==> src/rtl/hdmi_pkg.sv <==
// Shared definitions for the HDMI pixel packer: pixel formats, FSM encoding and
// the RGB888 to RGB565 reduction.
package hdmi_pkg;

   localparam int unsigned PIX_MODE_XRGB = 0;
   localparam int unsigned PIX_MODE_565  = 1;

   typedef enum logic [1:0] {
      ST_WAIT = 2'd0,
      ST_SYNC = 2'd1,
      ST_RUN  = 2'd2
   } state_t;

   // Keep the top bits of each channel: {R[7:3], G[7:2], B[7:3]}
   function automatic logic [15:0] rgb888_to_565(input logic [23:0] rgb);
      return {rgb[23:19], rgb[15:10], rgb[7:3]};
   endfunction

endpackage

==> src/rtl/hdmi_lane_packer.sv <==
// Collects PIX_W-bit pixels into an OUT_W-bit word, first pixel in lane 0.
// word_c/done_c/flush_c describe the word completed in the current cycle.
module hdmi_lane_packer #(
   parameter int unsigned OUT_W = 64,
   parameter int unsigned PIX_W = 32
) (
   input  logic             clk,
   input  logic             rst,
   input  logic             en,
   input  logic             de,
   input  logic             clear,
   input  logic [PIX_W-1:0] pix,
   output logic [OUT_W-1:0] word_c,
   output logic             done_c,
   output logic             flush_c
);

   localparam int unsigned PPW    = OUT_W / PIX_W;
   localparam int unsigned LANE_W = (PPW > 1) ? $clog2(PPW) : 1;

   logic [OUT_W-1:0]  lanes;
   logic [LANE_W-1:0] lane_cnt;

   // A frame edge discards the partial word and suppresses any completion
   assign done_c  = en & de & ~clear & (lane_cnt == LANE_W'(PPW - 1));
   assign flush_c = en & ~de & ~clear & (lane_cnt != '0);

   always_comb begin
      word_c = lanes;
      for (int unsigned i = 0; i < PPW; i++) begin
         if (de && lane_cnt == LANE_W'(i)) begin
            word_c[i*PIX_W +: PIX_W] = pix;
         end
      end
   end

   // Lanes return to zero after every word so a flushed word has empty upper lanes
   always_ff @(posedge clk or posedge rst) begin
      if (rst) begin
         lanes    <= '0;
         lane_cnt <= '0;
      end else if (clear || done_c || flush_c) begin
         lanes    <= '0;
         lane_cnt <= '0;
      end else if (en && de) begin
         for (int unsigned i = 0; i < PPW; i++) begin
            if (lane_cnt == LANE_W'(i)) begin
               lanes[i*PIX_W +: PIX_W] <= pix;
            end
         end
         lane_cnt <= lane_cnt + LANE_W'(1);
      end
   end

endmodule

==> src/rtl/hdmi_pixel_packer.sv <==
// HDMI capture front end: waits out power-up and sync frames, packs pixels into
// frame-buffer write words and tracks drops and read start.
module hdmi_pixel_packer
   import hdmi_pkg::*;
#(
   parameter int unsigned OUT_W           = 64,
   parameter int unsigned PIX_MODE        = 0,
   parameter int unsigned PIC_WAIT        = 10,
   parameter int unsigned SYNC_FRAMES     = 1,
   parameter int unsigned RD_START_FRAMES = 2,
   parameter int unsigned CNT_W           = 16
) (
   input  logic             hdmi_clk,
   input  logic             sys_rst,
   input  logic             hdmi_hs_in,
   input  logic             hdmi_vs_in,
   input  logic             hdmi_de_in,
   input  logic [23:0]      hdmi_data_in,
   input  logic             fifo_full,
   output logic             hdmi_wr_en,
   output logic [OUT_W-1:0] hdmi_data_out,
   output logic             frame_start,
   output logic             pic_valid,
   output logic             read_enable,
   output logic             frame_err,
   output logic [CNT_W-1:0] drop_cnt
);

   localparam int unsigned PIX_W  = (PIX_MODE == PIX_MODE_565) ? 16 : 32;
   localparam int unsigned WAIT_W = $clog2(PIC_WAIT + 2);
   localparam int unsigned SYNC_W = $clog2(SYNC_FRAMES + 2);
   localparam int unsigned FRM_W  = $clog2(RD_START_FRAMES + 2);

   state_t            state;
   logic              vs_d1;
   logic              capturing;
   logic [WAIT_W-1:0] cyc_cnt;
   logic [SYNC_W-1:0] sync_cnt;
   logic [FRM_W-1:0]  frm_cnt;
   logic              vs_rise;
   logic [PIX_W-1:0]  pix;
   logic [OUT_W-1:0]  word;
   logic              done;
   logic              flush;
   logic              write;
   logic              drop;
   logic              unused_hs;

   assign unused_hs = hdmi_hs_in;
   assign vs_rise   = hdmi_vs_in & ~vs_d1;
   assign write     = done | flush;
   assign drop      = write & fifo_full;

   if (PIX_MODE == PIX_MODE_XRGB) begin : g_xrgb
      assign pix = PIX_W'({8'h00, hdmi_data_in});
   end else begin : g_565
      assign pix = PIX_W'(rgb888_to_565(hdmi_data_in));
   end

   hdmi_lane_packer #(
      .OUT_W (OUT_W),
      .PIX_W (PIX_W)
   ) u_lane_packer (
      .clk     (hdmi_clk),
      .rst     (sys_rst),
      .en      (capturing),
      .de      (hdmi_de_in),
      .clear   (vs_rise),
      .pix     (pix),
      .word_c  (word),
      .done_c  (done),
      .flush_c (flush)
   );

   always_ff @(posedge hdmi_clk or posedge sys_rst) begin
      if (sys_rst) begin
         state         <= ST_WAIT;
         vs_d1         <= 1'b0;
         capturing     <= 1'b0;
         cyc_cnt       <= '0;
         sync_cnt      <= '0;
         frm_cnt       <= '0;
         hdmi_wr_en    <= 1'b0;
         hdmi_data_out <= '0;
         frame_start   <= 1'b0;
         pic_valid     <= 1'b0;
         read_enable   <= 1'b0;
         frame_err     <= 1'b0;
         drop_cnt      <= '0;
      end else begin
         vs_d1       <= hdmi_vs_in;
         frame_start <= 1'b0;
         hdmi_wr_en  <= write & ~fifo_full;
         if (write && !fifo_full) begin
            hdmi_data_out <= word;
         end

         // A drop in the frame_start cycle keeps the error flag set
         if (drop) begin
            frame_err <= 1'b1;
            if (drop_cnt != '1) begin
               drop_cnt <= drop_cnt + CNT_W'(1);
            end
         end else if (frame_start) begin
            frame_err <= 1'b0;
         end

         if (state != ST_WAIT && vs_rise && frm_cnt != FRM_W'(RD_START_FRAMES)) begin
            frm_cnt <= frm_cnt + FRM_W'(1);
         end
         if (frm_cnt == FRM_W'(RD_START_FRAMES)) begin
            read_enable <= 1'b1;
         end

         case (state)
            ST_WAIT: begin
               if (cyc_cnt == WAIT_W'(PIC_WAIT)) begin
                  state <= ST_SYNC;
               end else begin
                  cyc_cnt <= cyc_cnt + WAIT_W'(1);
               end
            end
            ST_SYNC: begin
               if (vs_rise) begin
                  if (sync_cnt == SYNC_W'(SYNC_FRAMES - 1)) begin
                     state     <= ST_RUN;
                     pic_valid <= 1'b1;
                  end else begin
                     sync_cnt <= sync_cnt + SYNC_W'(1);
                  end
               end
            end
            ST_RUN: begin
               // The edge that entered RUN does not start capture; the next one does
               if (vs_rise) begin
                  capturing   <= 1'b1;
                  frame_start <= 1'b1;
               end
            end
            default: state <= ST_WAIT;
         endcase
      end
   end

endmodule

==> config.mk <==
export PLATFORM = sky130hd
export DESIGN_NAME = hdmi_pixel_packer
export DESIGN_NICKNAME = d
export VERILOG_FILES = /design/src/rtl/hdmi_pkg.sv /design/src/rtl/hdmi_lane_packer.sv /design/src/rtl/hdmi_pixel_packer.sv
export SDC_FILE = /design/constraint.sdc
export NUM_CORES = 1
export LEC_CHECK = 0
export BUFFER_PORTS_ARGS = -buffer_cell sky130_fd_sc_hd__buf_4
export CAP_MARGIN = 20
export CELL_PAD_IN_SITES_DETAIL_PLACEMENT = 2
export CELL_PAD_IN_SITES_GLOBAL_PLACEMENT = 2
export CORE_ASPECT_RATIO = 0.9
export CORE_UTILIZATION = 34
export CTS_BUF_LIST = sky130_fd_sc_hd__clkbuf_4 sky130_fd_sc_hd__clkbuf_8 sky130_fd_sc_hd__clkbuf_16
export DETAILED_ROUTE_END_ITERATION = 10
export HOLD_SLACK_MARGIN = 0.08
export PLACE_DENSITY_LB_ADDON = 0.1
export SLEW_MARGIN = 20
export SYNTH_ARGS = -nofsm -noshare
export SYNTH_HDL_FRONTEND = slang
export SYNTH_SLANG_ARGS = --single-unit
export TNS_END_PERCENT = 10
==> constraint.sdc <==
create_clock -name hdmi_clk -period 4.9 [get_ports hdmi_clk]
set_clock_uncertainty 0.1 [all_clocks]
set_input_delay 0.245 -clock hdmi_clk [delete_from_list [all_inputs] [get_ports hdmi_clk]]
set_output_delay 0.245 -clock hdmi_clk [all_outputs]
set_load 0.02 [all_outputs]
# ---- Word-level counts from Yosys, hierarchy flattened
# Cells that the tools add are included.
dict set report word_totals {
  register_bits 162
  inputBits 30
  out_inout_bits 85
}
dict set report classes {
  n_addsub 5
  eq_ne 10
  mux 16
  n_bitwise 18
  reduce_logical 23
}
# op count
set op_table {}
lappend op_table {{32-bit 2-to-1 mux} 4}
lappend op_table {{64-bit 2-to-1 mux} 2}
lappend op_table {{16-bit by 1-bit adder with 16-bit output, second input constant} 1}
lappend op_table {{16-bit != test, second input constant} 1}
lappend op_table {{2-bit AND reduction} 5}
lappend op_table {{1-bit bitwise AND} 9}
lappend op_table {{2-bit != test, second input constant} 4}
lappend op_table {{1-bit NOT} 8}
lappend op_table {{2-bit nonzero test} 4}
lappend op_table {{1-bit logical AND} 6}
lappend op_table {{1-bit 2-to-1 mux} 6}
lappend op_table {{2-bit 2-to-1 mux} 3}
lappend op_table {{2-bit case mux with 3 select lines} 1}
lappend op_table {{3-bit AND reduction} 2}
lappend op_table {{2-bit by 1-bit adder with 2-bit output, second input constant} 2}
lappend op_table {{4-bit by 1-bit adder with 4-bit output, second input constant} 1}
lappend op_table {{2-bit equality test, second input constant} 2}
lappend op_table {{4-bit equality test, second input constant} 1}
lappend op_table {{2-bit zero test} 2}
lappend op_table {{4-bit AND reduction} 1}
lappend op_table {{2-bit by 1-bit equality test with 1-bit output, second input constant} 1}
lappend op_table {{1-bit logical OR} 2}
lappend op_table {{2-bit by 1-bit != test with 1-bit output, second input constant} 1}
lappend op_table {{1-bit adder, second input constant} 1}
lappend op_table {{2 further kinds} 2}

# ---- Logic depth before layout (Yosys ltp)
# Gate-level depths: netlist of run 1.
dict set report depth {
  depth_word 9
  mapped_depth 6
  mapped_depth_nobuf 6
}

# ---- Hierarchy
# From an unflattened synthesis of run 1, not the netlist that was laid out.
dict set report unflattened {
  hier_cells 702
  area_unflattened_um2 7404.6
}
# mod instances cells_per_inst area_each_um2 seq_area_each_um2
set by_module_without_submodules {}
lappend by_module_without_submodules {hdmi_pixel_packer 1 407 3886.2 2427.3}
lappend by_module_without_submodules {hdmi_lane_packer 1 295 3518.4 1626.6}

# ---- Worst setup path before layout of run 1
# No wires, ideal clock.
dict set report synth_path {
  kind {flip-flop to flip-flop}
  startpoint {register drop_cnt[0]}
  endpoint {register drop_cnt[7]}
  setup_time_ns 0.138
  arrival_time_ns 1.719
  setup_slack_ns 2.943
  path_stages_with_launch 7
  period_less_slack_ns 1.957
  path_cell_list {dfrtp_1 -> ha_1 -> nand4_1 -> nor4_1 -> buf_2 -> nor4_1 -> xor2_1}
}
dict set report synth_between {
  elab_chain_len 2
}
# element line
set synth_lines {}
lappend synth_lines {{from (decl)} hdmi_pixel_packer.sv:26} ;# output logic [CNT_W-1:0] drop_cnt
lappend synth_lines {{from (signal assigned)} hdmi_pixel_packer.sv:102} ;# drop_cnt <= drop_cnt + CNT_W'(1);
lappend synth_lines {{branches (longest 2 deep; another with 16-bit by 1-bit adder with 16-bit output)} -}
# Several ways; the timed one is not identified.
# A chain may end at the register's enable or synchronous reset.

# ---- Final worst setup path of run 1
dict set report layout_path {
  startpoint {register u_lane_packer.lane_cnt}
  endpoint {register hdmi_data_out[46]}
}
dict set report layout_between {
  elab_chain_len 3
}
# element line
set layout_lines {}
lappend layout_lines {{from (decl)} hdmi_lane_packer.sv:22} ;# logic [LANE_W-1:0] lane_cnt;
lappend layout_lines {{from (signal assigned)} hdmi_lane_packer.sv:51} ;# lane_cnt <= lane_cnt + LANE_W'(1);
lappend layout_lines {{1-bit bitwise AND (on tied branches)} {hdmi_lane_packer.sv:25, hdmi_lane_packer.sv:26}}
lappend layout_lines {{1-bit OR} hdmi_pixel_packer.sv:51} ;# assign write = done | flush;
lappend layout_lines {{1-bit logical AND} hdmi_pixel_packer.sv:94} ;# if (write && !fifo_full) begin
lappend layout_lines {{to (signal assigned)} hdmi_pixel_packer.sv:95} ;# hdmi_data_out <= word;
lappend layout_lines {{to (decl)} hdmi_pixel_packer.sv:21} ;# output logic [OUT_W-1:0] hdmi_data_out,
# Several ways; a longest one is shown, not always the timed one.

==> impl_metrics.tcl, run 1 <==
set metrics [dict create \
    clockBufferDepth 2 \
    cts_buffers 17 \
    async_flop_share_pct 100 \
    grt_pass1_vias 4750 \
    portBuffers 97 \
    max_cap_violations 0 \
    synth_flop_cell "dfrtp_1" \
    setup_ws_ns 2.51 \
    yosysUniqueCellTypes 35 \
    postRouteAntennaNets 0 \
    grt_max_degree 98 \
    post-place-ws_ns 2.49 \
    clk_latency_ns 0.41 \
    routed_wl_um 15600 \
    gp_congestion 0.734 \
    worst_pin_slew_ns 1.10 \
    die_h_um 123 \
    status "completed" \
    syn_area_per_cell_um2 10.6 \
    gr-total-overflow 0 \
    ir_drop_mv 0.268 \
    path_class "register to register" \
    hpwlAfterDp_um 9490 \
    post_cts_buffers 0 \
    die_area_um2 16800 \
    cts_tree "done" \
    cp_slowest_cell "buf_4" \
    setup_viol 0 \
    ys_warn_count 0 \
    max_stage_delay_ns 0.79 \
    synth_edf_count 0 \
    worstPathMaxFanout 97 \
    crit_path_cell_trace "nand2_2, nor3_2, buf_4, nor2_1, a21oi_1" \
    clock_sinks 130 \
    syn_area_um2 5550 \
    max_slew_margin_pct 26.4 \
    cp_num_buf_inv 1 \
    placementRows 43 \
    finalCritPeriodShare_pct 48.7 \
    fill_cells 1608 \
    vias_per_cell 5.01 \
    wl_per_cell_um 18.3 \
    antenna_found_initial 0 \
    firstDrtPassIters 4 \
    clk_pin_slew_ns 0.05 \
    antennaDiodeCount 0 \
    whs_ns 0.229 \
    route.detailed.drc 0 \
    drt_iter0_markers 192 \
    fin_crit_ns 2.39 \
    drive_gt1_share_pct 22.6 \
    power_density_nw_per_um2 561 \
    cts-root-buf "clkbuf_16" \
    io_pins 115 \
    vias 4270 \
    drv_slew 0 \
    ys_seq_area_share_pct 58.6 \
    crit_arrival_ns 2.62 \
    ctsResizeCount 0 \
    rsz0062_at_grt "false" \
    start_util_pct 35.5 \
    core_um2 15700 \
    die_w_um 137 \
    postSynthCellCount 522 \
    grt_pass1_wl_um 25400 \
    htree_levels 4 \
    clock.fmax_mhz 419 \
    nNetsFinal 673 \
    hold_path.class "input pin to register" \
    worst_ep_required_time_ns 5.13 \
    finalHoldViolations 0 \
    crit_family "buffers and inverters" \
    cp-end-kind "register" \
    tns_ns 0 \
    worstSetupStartpointType "register" \
    area_growth_pct 30.4 \
    ys_ff_latch 130 \
    leakage_nw 3.59 \
    grt_usage_pct 20.2 \
]
==> Yosys cell counts (4+ instances only) <==
library cell	instances	area, µm²
o21ai_0	5	25.0
buf_4	16	120
nor4_1	4	25.0
a21oi_1	72	360
mux2i_1	49	490
nor3_1	9	45.0
clkbuf_1	20	75.1
and3_1	24	150
xnor2_1	6	52.6
inv_1	10	37.5
buf_2	7	35.0
xor2_1	14	123
nand4_1	7	43.8
ha_1	5	62.6
nor2_1	55	206
dfrtp_1	130	3250
nand2_1	61	229
==> registers in the layout (all words and copies together), names as in the netlist <==
signal	count
drop_cnt	16
frame_start	1
u_lane_packer.lane_cnt	1
hdmi_data_out	48
state	2
frm_cnt	2
pic_valid	1
capturing	1
vs_d1	1
hdmi_wr_en	1
frame_err	1
u_lane_packer.lanes	48
sync_cnt	2
read_enable	1
cyc_cnt	4
==> metal layers <==
layer	track usage, %	vias to the layer above	routed length [µm]
met3	4.76	16	668
li1	-	1966	-
met5	0	-	0
met2	34.7	80	7850
met1	25.0	2208	6880
met4	6.46	0	188
==> cell type report <==
class                      instances  area [µm²]  share of cell area (%)
sequential                       130        3250                    44.9
tap                              202         253                    3.49
inverter                          10        42.5                   0.588
clock buffer                      28         552                    7.62
multi-input combinational        352        2100                    29.0
timing repair buffer             127        1020                    14.1
clock inverter                     4        20.0                   0.276
==> report_power, final <==
part	switching (mW)	leakage, nW	internal [mW]
clock network	0.444	0.294	0.760
registers	0.188	1.63	1.36
logic	0.773	1.67	0.536
==> cell usage in the layout (no fill, tap or decap), drive strengths merged, types with 2 or more instances in the layout <==
| cell | instances |
|---|---|
| a21oi | 72 |
| ha | 5 |
| dlygate4sd3 | 26 |
| clkinv | 4 |
| nor4 | 6 |
| buf | 101 |
| dfrtp | 130 |
| or2 | 3 |
| o21ai | 5 |
| xor2 | 14 |
| nor2b | 2 |
| conb | 16 |
| nor3b | 2 |
| nand3 | 2 |
| nand2b | 3 |
| clkbuf | 28 |
| mux2i | 49 |
| nor2 | 55 |
| nand2 | 62 |
| inv | 10 |
| nand4 | 7 |
| xnor2 | 6 |
| or3 | 2 |
| nor3 | 9 |
| and3 | 24 |
==> cells by family after synthesis <==
group / synth area share (%)
AND/OR/NAND/NOR: 15.7
adder cells (fa/ha/maj): 1.13
other: 0.0675
multiplexers: 9.04
flip-flops: 58.6
XOR/XNOR: 3.16
AO/OA/AOI/OAI: 7.35
buffers and inverters: 4.96
==> what timing repair did <==
item,CTS,global route
hold buffers,26,0
setup endpoints to repair,0,0
endpoints found under the hold margin,145,0
==> per-stage QoR <==
step	utilization (%)	instance area, µm²	power [mW]	instances
finish	46.2	7240	4.06	853
detailed placement	40.9	6410	2.88	795
global route	46.2	7240	4.31	853
CTS	46.2	7240	4.14	853
floorplan	-	5610	2.30	537
global placement	40.9	6410	2.81	795
==> worst register-to-register path, cell delays in order, from the launching register on <==
cell	delay [ns]
dfrtp_1	0.48
nand2_2	0.38
nor3_2	0.22
buf_4	0.79
nor2_1	0.15
a21oi_1	0.19
==> final timing paths <==
| check | startpoint | to | slack, ns | cells after the start |
|---|---|---|---|---|
| setup reg to reg | u_lane_packer.lane_cnt | hdmi_data_out[46] | 2.51 | 5 |
| min in group asynchronous | sys_rst | drop_cnt[8] | 0.46 | 3 |
| hold reg to reg | read_enable | read_enable | 0.37 | 1 |
| setup / recovery | u_lane_packer.lane_cnt | hdmi_data_out[46] | 2.51 | 5 |
| hold / removal | fifo_full | frame_err | 0.23 | 3 |
| max in group asynchronous | sys_rst | u_lane_packer.lanes[45] | 3.11 | 4 |
(Power assumes the default switching activity.)
==> run 2, diff against run 1 <==
clock period = 2.3 ns   (was 4.9 ns; I/O delays follow)
==> impl_metrics.tcl, run 2 (synthesis results as in run 1) <==
set metrics [dict create \
    grt_usage_pct 20.4 \
    core_um2 15700 \
    leakage_nw 3.64 \
    r2r_slack_ns 0.28 \
    crit_arrival_ns 2.24 \
    place_area_um2 6500 \
    grt_pass1_wl_um 25600 \
    clockBufferDepth 2 \
    worst_pin_slew_ns 0.754 \
    cts-root-buf "clkbuf_16" \
    worstPathMaxFanout 97 \
    switchingPower_mw 3.09 \
    worstSetupStartpointType "register" \
    rsz0062_at_grt "false" \
    fill_cells 1604 \
    switching_share_pct 34.3 \
    cts_tree "done" \
    start_util_pct 35.5 \
    cp-end-kind "register" \
    drv_slew 0 \
    die_w_um 137 \
    final_common_cell "dfrtp_1" \
    postRouteAntennaNets 0 \
    seqCellArea_um2 3250 \
    vias 4302 \
    tns_ns 0 \
    clock.fmax_mhz 494 \
    reg_top3 "hdmi_data_out x48, u_lane_packer.lanes x48, drop_cnt x16" \
    gp_congestion 0.749 \
    cts_buffers 17 \
    grt_max_degree 131 \
    min_from "fifo_full" \
    io_pins 115 \
    min_path_cells 3 \
    area_growth_pct 32.9 \
    max_cap_violations 0 \
    fin_area_um2 7380 \
    combPwrFrac_pct 31.5 \
    hold_path.class "input pin to register" \
    vias_per_cell 5.01 \
    rr_worst_depth 6 \
    antenna_found_initial 0 \
    fin_crit_ns 2.02 \
    multi_input_area_um2 2100 \
    drt_iter0_markers 132 \
    wl_per_cell_um 18.5 \
    clk_pin_slew_ns 0.06 \
    r2r-start "u_lane_packer.lane_cnt" \
    post_cts_buffers 0 \
    routed_wl_um 15900 \
    p_seq_share_pct 37.0 \
    firstDrtPassIters 4 \
    clock_sinks 130 \
    placementRows 43 \
    route.detailed.drc 0 \
    worstReg2RegEnd "hdmi_data_out[22]" \
    grt_pass1_vias 4789 \
    htree_levels 4 \
    post-place-ws_ns 0.305 \
    holdPathEnd "frame_err" \
    clk_latency_ns 0.42 \
    max_slew_margin_pct 49.7 \
    hpwlAfterDp_um 9610 \
    intPower_mw 5.91 \
    die_h_um 123 \
    power_density_nw_per_um2 1220 \
    gr-total-overflow 0 \
    ir_drop_mv 0.584 \
    setup_viol 0 \
    status "completed" \
    setup_ws_ns 0.278 \
    finalCritPeriodShare_pct 87.9 \
    p_clk_share_pct 31.5 \
    ctsResizeCount 0 \
    nNetsFinal 680 \
    portBuffers 97 \
    antennaDiodeCount 0 \
    worst_ep_required_time_ns 2.52 \
    final_cell_mix "dfrtp_1, buf_4, a21oi_1" \
    final_util_pct 47.1 \
    finalHoldViolations 0 \
    die_area_um2 16800 \
    drive_gt1_share_pct 23.1 \
    total_power_mw 9.00 \
    path_class "register to register" \
]
run 2: cell count changes in the layout (fill, tap and decap cells not counted), moves of 2 or more:
cell,change
clkbuf_8,-2
buf_4,+4
clkinvlp_4,+4
bufinv_16,+3
clkbuf_4,-4
buf_12,+3
run 2: repair_timing:
item                                   in CTS  in global routing
setup endpoints to repair                   0                  0
hold buffers                               26                  0
endpoints found under the hold margin     203                  0
run 2: critical path, cell delays in order, from the launching register on:
cell and delay (ns):
dfrtp_1 0.50, nand2_2 0.11, buf_4 0.25, nor3_2 0.23, buf_12 0.37, nor2_1 0.08
a21oi_1 0.21
run 2: stage by stage:
| stage | instances | hold WS, ns |
|---|---|---|
| 6_report | 859 | 0.0853 |
| 5_1_grt | 859 | 0.0989 |
| 4_1_cts | 859 | 0.0812 |
| 3_5_place_dp | 802 | 0.148 |
| 3_3_place_gp | 802 | 0.145 |
| 2_1_floorplan | 537 | 0.0464 |
run 2: final cells by class:
type                       count  share of cell area (%)
multi-input combinational    352                    28.5
inverter                      10                   0.560
clock inverter                 9                    1.73
sequential                   130                    44.1
timing repair buffer         134                    15.0
tap                          202                    3.43
clock buffer                  22                    6.70
run 2: how the worst max path moves through the flow:
stage                     slack (ns)                 to  depth (start not counted)                    from
after floorplan                 0.34        drop_cnt[7]                          6             drop_cnt[0]
after global placement          0.42        drop_cnt[1]                          6             drop_cnt[0]
after detailed placement        0.31  hdmi_data_out[22]                          6  u_lane_packer.lane_cnt
after CTS                       0.29        drop_cnt[1]                          6             drop_cnt[0]
after global routing            0.17  hdmi_data_out[23]                          6  u_lane_packer.lane_cnt
final                           0.28  hdmi_data_out[22]                          6  u_lane_packer.lane_cnt
run 2: power groups by stage:
stage	Sequential (mW)	Clock (mW)	Combinational [mW]
2_1_floorplan	3.85	0	1.04
3_3_place_gp	3.32	0	2.72
3_5_place_dp	3.37	0	2.82
4_1_cts	3.34	2.91	2.89
5_1_grt	3.41	2.98	3.10
6_report	3.33	2.83	2.84
run 2: layer usage:
metal  share of wire, %  up-vias  GRT usage (%)
li1                   -     1986              -
met1                 43     2222           23.8
met3                3.6       13           5.04
met2                 53       81           36.8
met5                  0        -              0
met4                1.0        0           6.53
==> run 3, diff against run 2 <==
CELL_PAD_IN_SITES_DETAIL_PLACEMENT = 1   (was 2)
==> impl_metrics.tcl, run 3 (synthesis results as in run 1) <==
set metrics [dict create \
    gr-total-overflow 0 \
    max_cap_violations 0 \
    wl_per_cell_um 16.4 \
    finalCritPeriodShare_pct 83.5 \
    worstSetupStartpointType "register" \
    clk_latency_ns 0.41 \
    max_stage_delay_ns 0.56 \
    leakage_nw 3.63 \
    antenna_found_initial 0 \
    gp_congestion 0.749 \
    fin_crit_ns 1.92 \
    grt_pass1_vias 4397 \
    rsz0062_at_grt "false" \
    path_class "register to register" \
    finalHoldViolations 0 \
    r2r-start "drop_cnt[0]" \
    antennaDiodeCount 0 \
    fill_cells 1701 \
    cts_tree "done" \
    total_power_mw 8.72 \
    firstDrtPassIters 4 \
    clock.fmax_mhz 521 \
    cts_buffers 17 \
    area_growth_pct 32.1 \
    cp-end-kind "register" \
    worst_pin_slew_ns 0.723 \
    nNetsFinal 680 \
    grt_pass1_wl_um 23100 \
    drv_slew 0 \
    vias_per_cell 4.83 \
    routed_wl_um 14100 \
    worstPathMaxFanout 5 \
    die_h_um 123 \
    start_util_pct 35.5 \
    route.detailed.drc 0 \
    postRouteAntennaNets 0 \
    final_cell_mix "dfrtp_1, buf_4, a21oi_1" \
    drive_gt1_share_pct 23.1 \
    crit_start "drop_cnt[0]" \
    grt_max_degree 131 \
    placementRows 43 \
    hold_path.class "input pin to register" \
    clk_pin_slew_ns 0.06 \
    crit_path_cell_trace "ha_1, nand2_1, or4b_4, nor4_4, xor2_1" \
    die_area_um2 16800 \
    io_pins 115 \
    clock_sinks 130 \
    crit_arrival_ns 2.15 \
    cp_num_buf_inv 0 \
    cp_slowest_cell "or4b_4" \
    die_w_um 137 \
    ir_drop_mv 0.557 \
    max_slew_margin_pct 51.8 \
    reg_top3 "hdmi_data_out x48, u_lane_packer.lanes x48, drop_cnt x16" \
    worst_ep_required_time_ns 2.52 \
    min_from "fifo_full" \
    htree_levels 4 \
    final_common_cell "dfrtp_1" \
    power_density_nw_per_um2 1190 \
    hpwlAfterDp_um 8620 \
    ctsResizeCount 0 \
    portBuffers 97 \
    cts-root-buf "clkbuf_16" \
    core_um2 15700 \
    setup_viol 0 \
    status "completed" \
    tns_ns 0 \
    drt_iter0_markers 180 \
    grt_usage_pct 18.2 \
    clockBufferDepth 2 \
    crit_family "simple AND/OR/NAND/NOR gates" \
    vias 4147 \
]
==> run 3: area by class of cell <==
type / count / area, µm² / share of cell area, %
Clock buffer: 25 / 498 / 6.79
Timing Repair Buffer: 134 / 1110 / 15.1
Tap cell: 202 / 253 / 3.45
Sequential cell: 130 / 3250 / 44.4
Clock inverter: 6 / 80.1 / 1.09
Inverter: 10 / 41.3 / 0.563
Multi-Input combinational cell: 352 / 2100 / 28.6
==> run 3: repair_timing <==
item | CTS | global route
hold buffers | 26 | 0
hold endpoints to repair | 203 | 0
buffers inserted | 0 | 0
==> run 3: through the flow <==
| stage | hold slack [ns] | instance area (µm²) | setup WS [ns] | util [%] | cells |
|---|---|---|---|---|---|
| 5_1_grt | 0.111 | 7330 | 0.222 | 46.8 | 859 |
| 3_5_place_dp | 0.147 | 6500 | 0.377 | 41.5 | 802 |
| 2_1_floorplan | 0.0464 | 5610 | 0.343 | - | 537 |
| 6_report | 0.0948 | 7330 | 0.379 | 46.8 | 859 |
| 3_3_place_gp | 0.145 | 6500 | 0.422 | 41.5 | 802 |
| 4_1_cts | 0.0885 | 7330 | 0.366 | 46.8 | 859 |
==> run 3: per-layer routing <==
layer	up-vias	GRT usage [%]	share of wire, %
li1	1980	-	-
met1	2078	23.8	47
met2	75	29.8	48
met3	14	3.85	3.4
met4	0	6.53	1.3
met5	-	0	0
==> run 3: report_power, final <==
group / switching (mW) / internal (mW) / total, mW
Combinational: 1.60 / 1.17 / 2.77
Sequential: 0.405 / 2.90 / 3.31
Clock: 0.934 / 1.71 / 2.64
==> run 3: tightest hold or removal path, stage by stage <==
cell and delay, ns:
buf_4 0.13, nand4_1 0.18, o21ai_0 0.12
==> run 3: worst paths after layout <==
kind	endpoint	slack (ns)	cells after the start
worst min register to register	read_enable	0.37	1
worst max-delay path	drop_cnt[14]	0.38	5
min in group asynchronous	drop_cnt[5]	0.37	4
max in group asynchronous	capturing	1.18	4
worst max register to register	drop_cnt[14]	0.38	5
worst min-delay path	frame_err	0.09	3
